==> config.mk <==
export PLATFORM = sky130hd
export DESIGN_NAME = debounce_edge
export DESIGN_NICKNAME = d
export VERILOG_FILES = /design/src/rtl/debounce_pkg.sv /design/src/rtl/debounce_edge_sync2.sv /design/src/rtl/debounce_edge.sv
export SDC_FILE = /design/constraint.sdc
export NUM_CORES = 1
export LEC_CHECK = 0
export CORE_AREA = 2 2 39 41
export CTS_CLUSTER_SIZE = 14
export DETAILED_ROUTE_END_ITERATION = 8
export DIE_AREA = 0 0 41 43
export PLACE_DENSITY_LB_ADDON = 0.25
export SLEW_MARGIN = 20
export SYNTH_ARGS = -nofsm -noshare
export SYNTH_HDL_FRONTEND = slang
export SYNTH_SLANG_ARGS = --single-unit
==> constraint.sdc <==
create_clock -name clk -period 3.37 [get_ports clk]
set_clock_uncertainty 0.1 [all_clocks]
set_input_delay 0.674 -clock clk [delete_from_list [all_inputs] [get_ports clk]]
set_output_delay 0.674 -clock clk [all_outputs]
set_load 0.02 [all_outputs]
==> src/rtl/debounce_pkg.sv <==
// Shared types and limits for the debounce_edge input-conditioning stage.
package debounce_pkg;

  typedef enum logic {STABLE, WAIT} db_state_t;

  localparam int DB_MIN_STABLE = 2;

endpackage

==> src/rtl/debounce_edge_sync2.sv <==
// Two-flop synchroniser that brings an asynchronous input into the clk domain.
module sync2 (
  input  logic clk,
  input  logic r,
  input  logic d,
  output logic q
);

  logic s1;

  // NOTE: sequential state uses non-blocking assignments so both flops sample pre-edge values.
  always_ff @(posedge clk or negedge r) begin
    if (!r) begin
      s1 <= 1'b0;
      q  <= 1'b0;
    end else begin
      s1 <= d;
      q  <= s1;
    end
  end

endmodule

==> src/rtl/debounce_edge.sv <==
// Debouncer: synchronises a bouncing input, qualifies changes over STABLE_CYCLES
// enabled samples, and emits a clean level plus single-cycle rise/fall pulses.
module debounce_edge
  import debounce_pkg::*;
#(
  parameter int STABLE_CYCLES = 4,
  parameter int CNT_W         = $clog2(STABLE_CYCLES)
) (
  input  logic clk,
  input  logic r,
  input  logic d_raw,
  input  logic e,
  output logic level,
  output logic rise,
  output logic fall,
  output logic busy
);

  if (STABLE_CYCLES < DB_MIN_STABLE) begin : g_bad_stable
    $error("debounce_edge: STABLE_CYCLES must be at least %0d", DB_MIN_STABLE);
  end
  if (CNT_W != $clog2(STABLE_CYCLES)) begin : g_bad_cnt_w
    $error("debounce_edge: CNT_W is derived from STABLE_CYCLES and must not be overridden");
  end

  localparam logic [CNT_W-1:0] CNT_LAST = CNT_W'(STABLE_CYCLES - 1);

  logic             sync;
  db_state_t        state, state_nx;
  logic [CNT_W-1:0] cnt, cnt_nx;
  logic             level_nx, rise_nx, fall_nx;

  sync2 u_sync2 (
    .clk (clk),
    .r   (r),
    .d   (d_raw),
    .q   (sync)
  );

  always_ff @(posedge clk or negedge r) begin
    if (!r) begin
      state <= STABLE;
      cnt   <= '0;
      level <= 1'b0;
      rise  <= 1'b0;
      fall  <= 1'b0;
    end else begin
      state <= state_nx;
      cnt   <= cnt_nx;
      level <= level_nx;
      rise  <= rise_nx;
      fall  <= fall_nx;
    end
  end

  // NOTE: every output of this block gets a default first, so no path can infer a latch.
  always_comb begin
    state_nx = state;
    cnt_nx   = cnt;
    level_nx = level;
    rise_nx  = 1'b0;
    fall_nx  = 1'b0;
    if (e) begin
      unique case (state)
        STABLE: begin
          if (sync != level) begin
            state_nx = WAIT;
            cnt_nx   = CNT_W'(1);
          end else begin
            cnt_nx   = '0;
          end
        end
        WAIT: begin
          if (sync == level) begin
            // Bounce: abandon the candidate and restart qualification later.
            state_nx = STABLE;
            cnt_nx   = '0;
          end else if (cnt == CNT_LAST) begin
            state_nx = STABLE;
            cnt_nx   = '0;
            level_nx = ~level;
            rise_nx  = ~level;
            fall_nx  = level;
          end else begin
            cnt_nx   = cnt + CNT_W'(1);
          end
        end
      endcase
    end
  end

  assign busy = (state == WAIT);

endmodule

==> results of run 1 <==
through the flow:
step / util [%] / setup WS [ps] / cells / total power [mW]
detailed placement: 30.7 / 1410 / 46 / 0.192
global route: 32.4 / 1210 / 49 / 0.278
global placement: 30.7 / 1450 / 46 / 0.190
CTS: 32.4 / 1260 / 49 / 0.265
finish: 32.4 / 1280 / 49 / 0.259
floorplan: - / 2090 / 23 / 0.164
cells in the mapped netlist:
master / count / area (um2)
nand3_2: 1 / 10.0
dfrtp_1: 8 / 200
a31o_2: 2 / 17.5
nor2b_1: 1 / 6.26
xor2_1: 1 / 8.76
ha_1: 2 / 25.0
o21ai_0: 1 / 5.00
a41o_2: 1 / 11.3
and2b_2: 2 / 17.5
nor3b_1: 2 / 15.0
nand2_1: 1 / 3.75
mux2_4: 1 / 15.0
sequential cells by signal, indices dropped and copies added (netlist names):
| name | flops |
|---|---|
| cnt | 2 |
| level | 1 |
| fall | 1 |
| busy | 1 |
| rise | 1 |
| u_sync2.q | 1 |
| u_sync2.s1 | 1 |
report_power, final:
group | total [mW] | internal, mW | switching (mW)
Sequential | 0.127 | 0.110 | 0.0165
Combinational | 0.0620 | 0.0368 | 0.0253
Clock | 0.0696 | 0.0405 | 0.0291
logic make-up (layout without fill, tap and decap cells):
kind of cell               count (synthesis)  after routing  synth area share [%]
buffers and inverters                      0             10                     0
muxes                                      1              1                  4.48
DFF                                        8              8                  59.7
and+or+nand+nor                            7              7                  15.7
adders and majority gates                  2              2                  7.46
AOI/OAI and AO/OA                          4              4                  10.1
xor gates and xnor gates                   1              1                  2.61
layout by cell type, fill, tap and decap left out:
| cell type | Yosys | routed |
|---|---|---|
| clkbuf_4 | 0 | 3 |
| ha_1 | 2 | 2 |
| a41o_2 | 1 | 1 |
| nand2_1 | 1 | 1 |
| xor2_1 | 1 | 1 |
| clkdlybuf4s50_1 | 0 | 7 |
| o21ai_0 | 1 | 1 |
| dfrtp_1 | 8 | 8 |
| a31o_2 | 2 | 2 |
| and2b_2 | 2 | 2 |
| nand3_2 | 1 | 1 |
| nor2b_1 | 1 | 1 |
| nor3b_1 | 2 | 2 |
| mux2_4 | 1 | 1 |
layer usage:
| metal | routed length (um) | GRT usage [%] |
|---|---|---|
| met1 | 226 | 9.97 |
| met2 | 254 | 10.9 |
| met3 | 31 | 4.71 |
| met4 | 8 | 10.0 |
| met5 | 0 | 0 |
final cells by class:
class	count	area [um2]
Timing Repair Buffer	7	70.1
Multi-Input combinational cell	15	135
Clock buffer	3	22.5
Sequential cell	8	200
Fill cell	143	936
Tap cell	16	20.0
final timing paths:
path | start | end | slack [ps] | depth (start not counted)
max | busy | busy | 1280 | 1
min | u_sync2.s1 | u_sync2.q | 250 | 0
max reg2reg | cnt[0] | level | 2120 | 3
min reg2reg | u_sync2.s1 | u_sync2.q | 250 | 0
max in group asynchronous | r | cnt[0] | 2320 | 1
min in group asynchronous | r | level | 590 | 1
==> run_results.csv, run 1 <==
group,metric,value,unit
route,drt_iter0_drc,1,
cts,cts_tree,"built",
timing,fmax,479,MHz
route,firstDrtPassIters,2,
cts,numClockSinks,8,
setup_path,startpoint_type,"flip-flop",
power,p_leak,0.207,nW
min_path,min_path_type,"reg -> reg",
grt,grt_antenna_before_repair,0,
route,num_vias,212,
cts,post_cts_resized,0,
final_layout,area_growth,33.6,%
placement,port_buffers,7,
timing,slew_headroom,77.1,%
cts,cts_root_buffer,"clkbuf_4",
setup_path,path_class,"reg -> out",
grt,grt_max_degree,9,
route,ant_nets,0,
final_layout,drive_gt1_share,30.3,%
grt,grt_pass1_vias,228,
route,wl_per_cell,10.6,um
setup_path,cp.required,2600,ps
cts,numCtsBuffers,3,
timing,slew_viol_final,0,
cts,htreeDepth,1,
power,ir_drop,0.215,mV
synth,syn_area_per_cell,14.6,um2
setup_path,cpPeakStageDelay,640,ps
timing,final.setup.tns,0,ps
timing,rsz0062_at_grt,"no",
synth,synth.distinct_cells,12,
setup_path,path_delay_family,"buffers and inverters",
route,viasPerCell,4.33,
cts,post_cts_buffers,0,
floorplanning,ios,8,
setup_path,end_kind,"output port",
setup_path,crit_buf_inv,1,
final_layout,antenna_cells,0,
route,route.detailed.drc,0,
setup_path,crit_arrival,1310,ps
final_layout,nets,41,
floorplanning,die_h,43,um
synth,ys_ff_latch,8,
setup_path,cp_max_fo,6,
cts,clock_latency,250,ps
synth,synth-seq-area-share,59.7,%
route,wl,521,um
timing,finalHoldWorstSlack,251,ps
floorplanning,std_cell_rows,14,
setup_path,crit_slowest_cell,"clkdlybuf4s50_1",
flow_run,max_cap_violations,0,
cts,clk_pin_slew,50,ps
floorplanning,fp.coreArea,1380,um2
floorplanning,start_util,24.2,%
cts,cts_hold_buffers,0,
synth,synth_cells,23,
placement,gp_congestion,0.613,
floorplanning,die_x,41,um
timing,hold_viol_final,0,
grt,grt_overflow,0,
final_layout,final_cell_area,448,um2
timing,finalCriticalPeriod,2090,ps
synth,synth_nets,29,
synth,netlist_area,335,um2
grt,grt_use_total,9.03,%
setup_path,cp_cell_sequence,"clkdlybuf4s50_1",
run_status,status,"completed",
placement,dpl-instance-area,425,um2
power,powerDensity,577,nW/um2
cts,cts_buffer_depth,2,
timing,setup_viol,0,
timing,fin_crit_sh,61.9,%
grt,grt_pass1_wl,952,um
timing,tightest_slew,343,ps
floorplanning,die-area,1760,um2
synth,yosys_warnings,0,
Note: power is estimated with default switching activity, not from simulation.
==> inputs of run 2 (changes only) <==
clock period = 1.7 ns   (was 3.37 ns; I/O delays follow)
==> run 2 against run 1 <==
  * Cell area down 0.56%
  * Critical path type unchanged
  * Largest power group unchanged
  * Sequential cell count unchanged
  * Highest routed layer is now met3
  * Combinational power up 84%
  * Routed wire length down 2.3%
  * Clock power up 100%
==> run_results.csv, run 2 (same netlist as run 1, synthesis figures left out) <==
group,metric,value,unit
final_layout,antenna_cells,0,
power,p_sw_share,28.2,%
flow_run,max_cap_violations,0,
placement,port_buffers,7,
setup_path,cpPeakStageDelay,600,ps
floorplanning,die_h,43,um
route,viasPerCell,4.45,
final_layout,layout_common_cells,"dfrtp_1 (8), clkdlybuf4s50_1 (5), clkbuf_4 (3)",
power,p_clk_share,27.9,%
timing,setup_viol,0,
timing,slew_headroom,77.4,%
power,ir_drop,0.499,mV
final_layout,largest_reg_flops,2,
timing,hold_viol_final,0,
cts,numCtsBuffers,3,
setup_path,cp.required,1260,ps
final_layout,nets,41,
timing,tightest_slew,338,ps
route,firstDrtPassIters,2,
final_layout,fillers,134,
route,route.detailed.drc,0,
final_layout,largest-register,"cnt",
timing,finalHoldWorstSlack,256,ps
final_layout,seq_area,200,um2
timing,final.setup.tns,0,ps
route,wl_per_cell,10.4,um
power,seqPwrFrac,49.5,%
route,drt_iter0_drc,3,
floorplanning,ios,8,
floorplanning,die_x,41,um
timing,fin_crit_sh,94.8,%
grt,grt_use_total,8.15,%
setup_path,startpoint_type,"flip-flop",
power,powerDensity,1130,nW/um2
setup_path,crit_slowest_cell,"clkdlybuf4s50_1",
setup_path,cp_max_fo,1,
power,p_leak,0.214,nW
grt,grt_pass1_wl,903,um
placement,dpl-instance-area,425,um2
timing,slew_viol_final,0,
min_path,min_path_type,"in -> async",
grt,grt_max_degree,9,
floorplanning,std_cell_rows,14,
final_layout,area_growth,32.8,%
power,power.net_switching,143,uW
cts,post_cts_resized,2,
final_layout,final_common_cell,"dfrtp_1",
cts,cts_hold_buffers,0,
floorplanning,fp.coreArea,1380,um2
cts,htreeDepth,1,
timing,rsz0062_at_grt,"no",
setup_path,end_kind,"output port",
cts,cts_buffer_depth,2,
final_layout,final_cell_area,445,um2
setup_path,path_class,"reg -> out",
setup_path,crit_buf_inv,1,
cts,clk_pin_slew,60,ps
final_layout,multi_input_comb_area,135,um2
cts,cts_root_buffer,"clkbuf_4",
grt,grt_overflow,0,
placement,gp_congestion,0.672,
floorplanning,die-area,1760,um2
setup_path,cp_cell_sequence,"clkdlybuf4s50_1",
floorplanning,start_util,24.2,%
cts,clock_latency,250,ps
timing,finalCriticalPeriod,1610,ps
cts,post_cts_buffers,0,
cts,numClockSinks,8,
run_status,status,"completed",
grt,grt_pass1_vias,210,
setup_path,crit_arrival,1170,ps
grt,grt_antenna_before_repair,0,
final_layout,drive_gt1_share,30.3,%
setup_path,path_delay_family,"buffers and inverters",
route,wl,509,um
power,combPwrFrac,22.6,%
route,num_vias,218,
timing,fmax,620,MHz
power,power.internal,363,uW
route,ant_nets,0,
cts,cts_tree,"built",
## run 2: cell count changes in the layout (fill, tap and decap cells not counted)
cell / change
dlygate4sd2_1: +2
clkdlybuf4s50_1: -2
## run 2: metrics by stage
stage                     cells  power, mW  setup WS, ps  utilization [%]
final                        49      0.505          88.0             32.2
after global routing         49      0.543          58.3             32.2
after CTS                    49      0.515          69.2             32.2
after detailed placement     46      0.379          69.6             30.7
after global placement       46      0.375           112             30.7
after floorplan              23      0.325           495                -
## run 2: layer usage
metal	vias to the layer above	GRT usage [%]	wire length, um
li1	103	-	-
met1	109	10.4	226
met4	0	8.00	0
met2	6	9.69	250
met3	0	3.14	32
met5	-	0	0
## run 2: area by class of cell
class | instances | share of cell area [%]
Sequential cell | 8 | 44.9
Multi-Input combinational cell | 15 | 30.3
Timing Repair Buffer | 7 | 15.2
Clock buffer | 3 | 5.06
Tap cell | 16 | 4.49
## run 2: power groups by stage
| stage | clock network, mW | registers [mW] | logic (mW) |
|---|---|---|---|
| finish | 0.141 | 0.250 | 0.114 |
| global route | 0.161 | 0.255 | 0.127 |
| CTS | 0.148 | 0.250 | 0.117 |
| global placement | 0 | 0.251 | 0.124 |
| floorplan | 0 | 0.265 | 0.0601 |
| detailed placement | 0 | 0.253 | 0.126 |
## run 2: final timing paths
kind	slack, ps	depth (start not counted)	endpoint	start
worst max-delay path	90	1	rise	rise
worst min-delay path	260	1	rise	r
worst min register to register	260	0	u_sync2.q	u_sync2.s1
max in group asynchronous	990	1	cnt[1]	r
min in group clk	260	0	u_sync2.q	u_sync2.s1
worst max register to register	440	3	level	cnt[0]
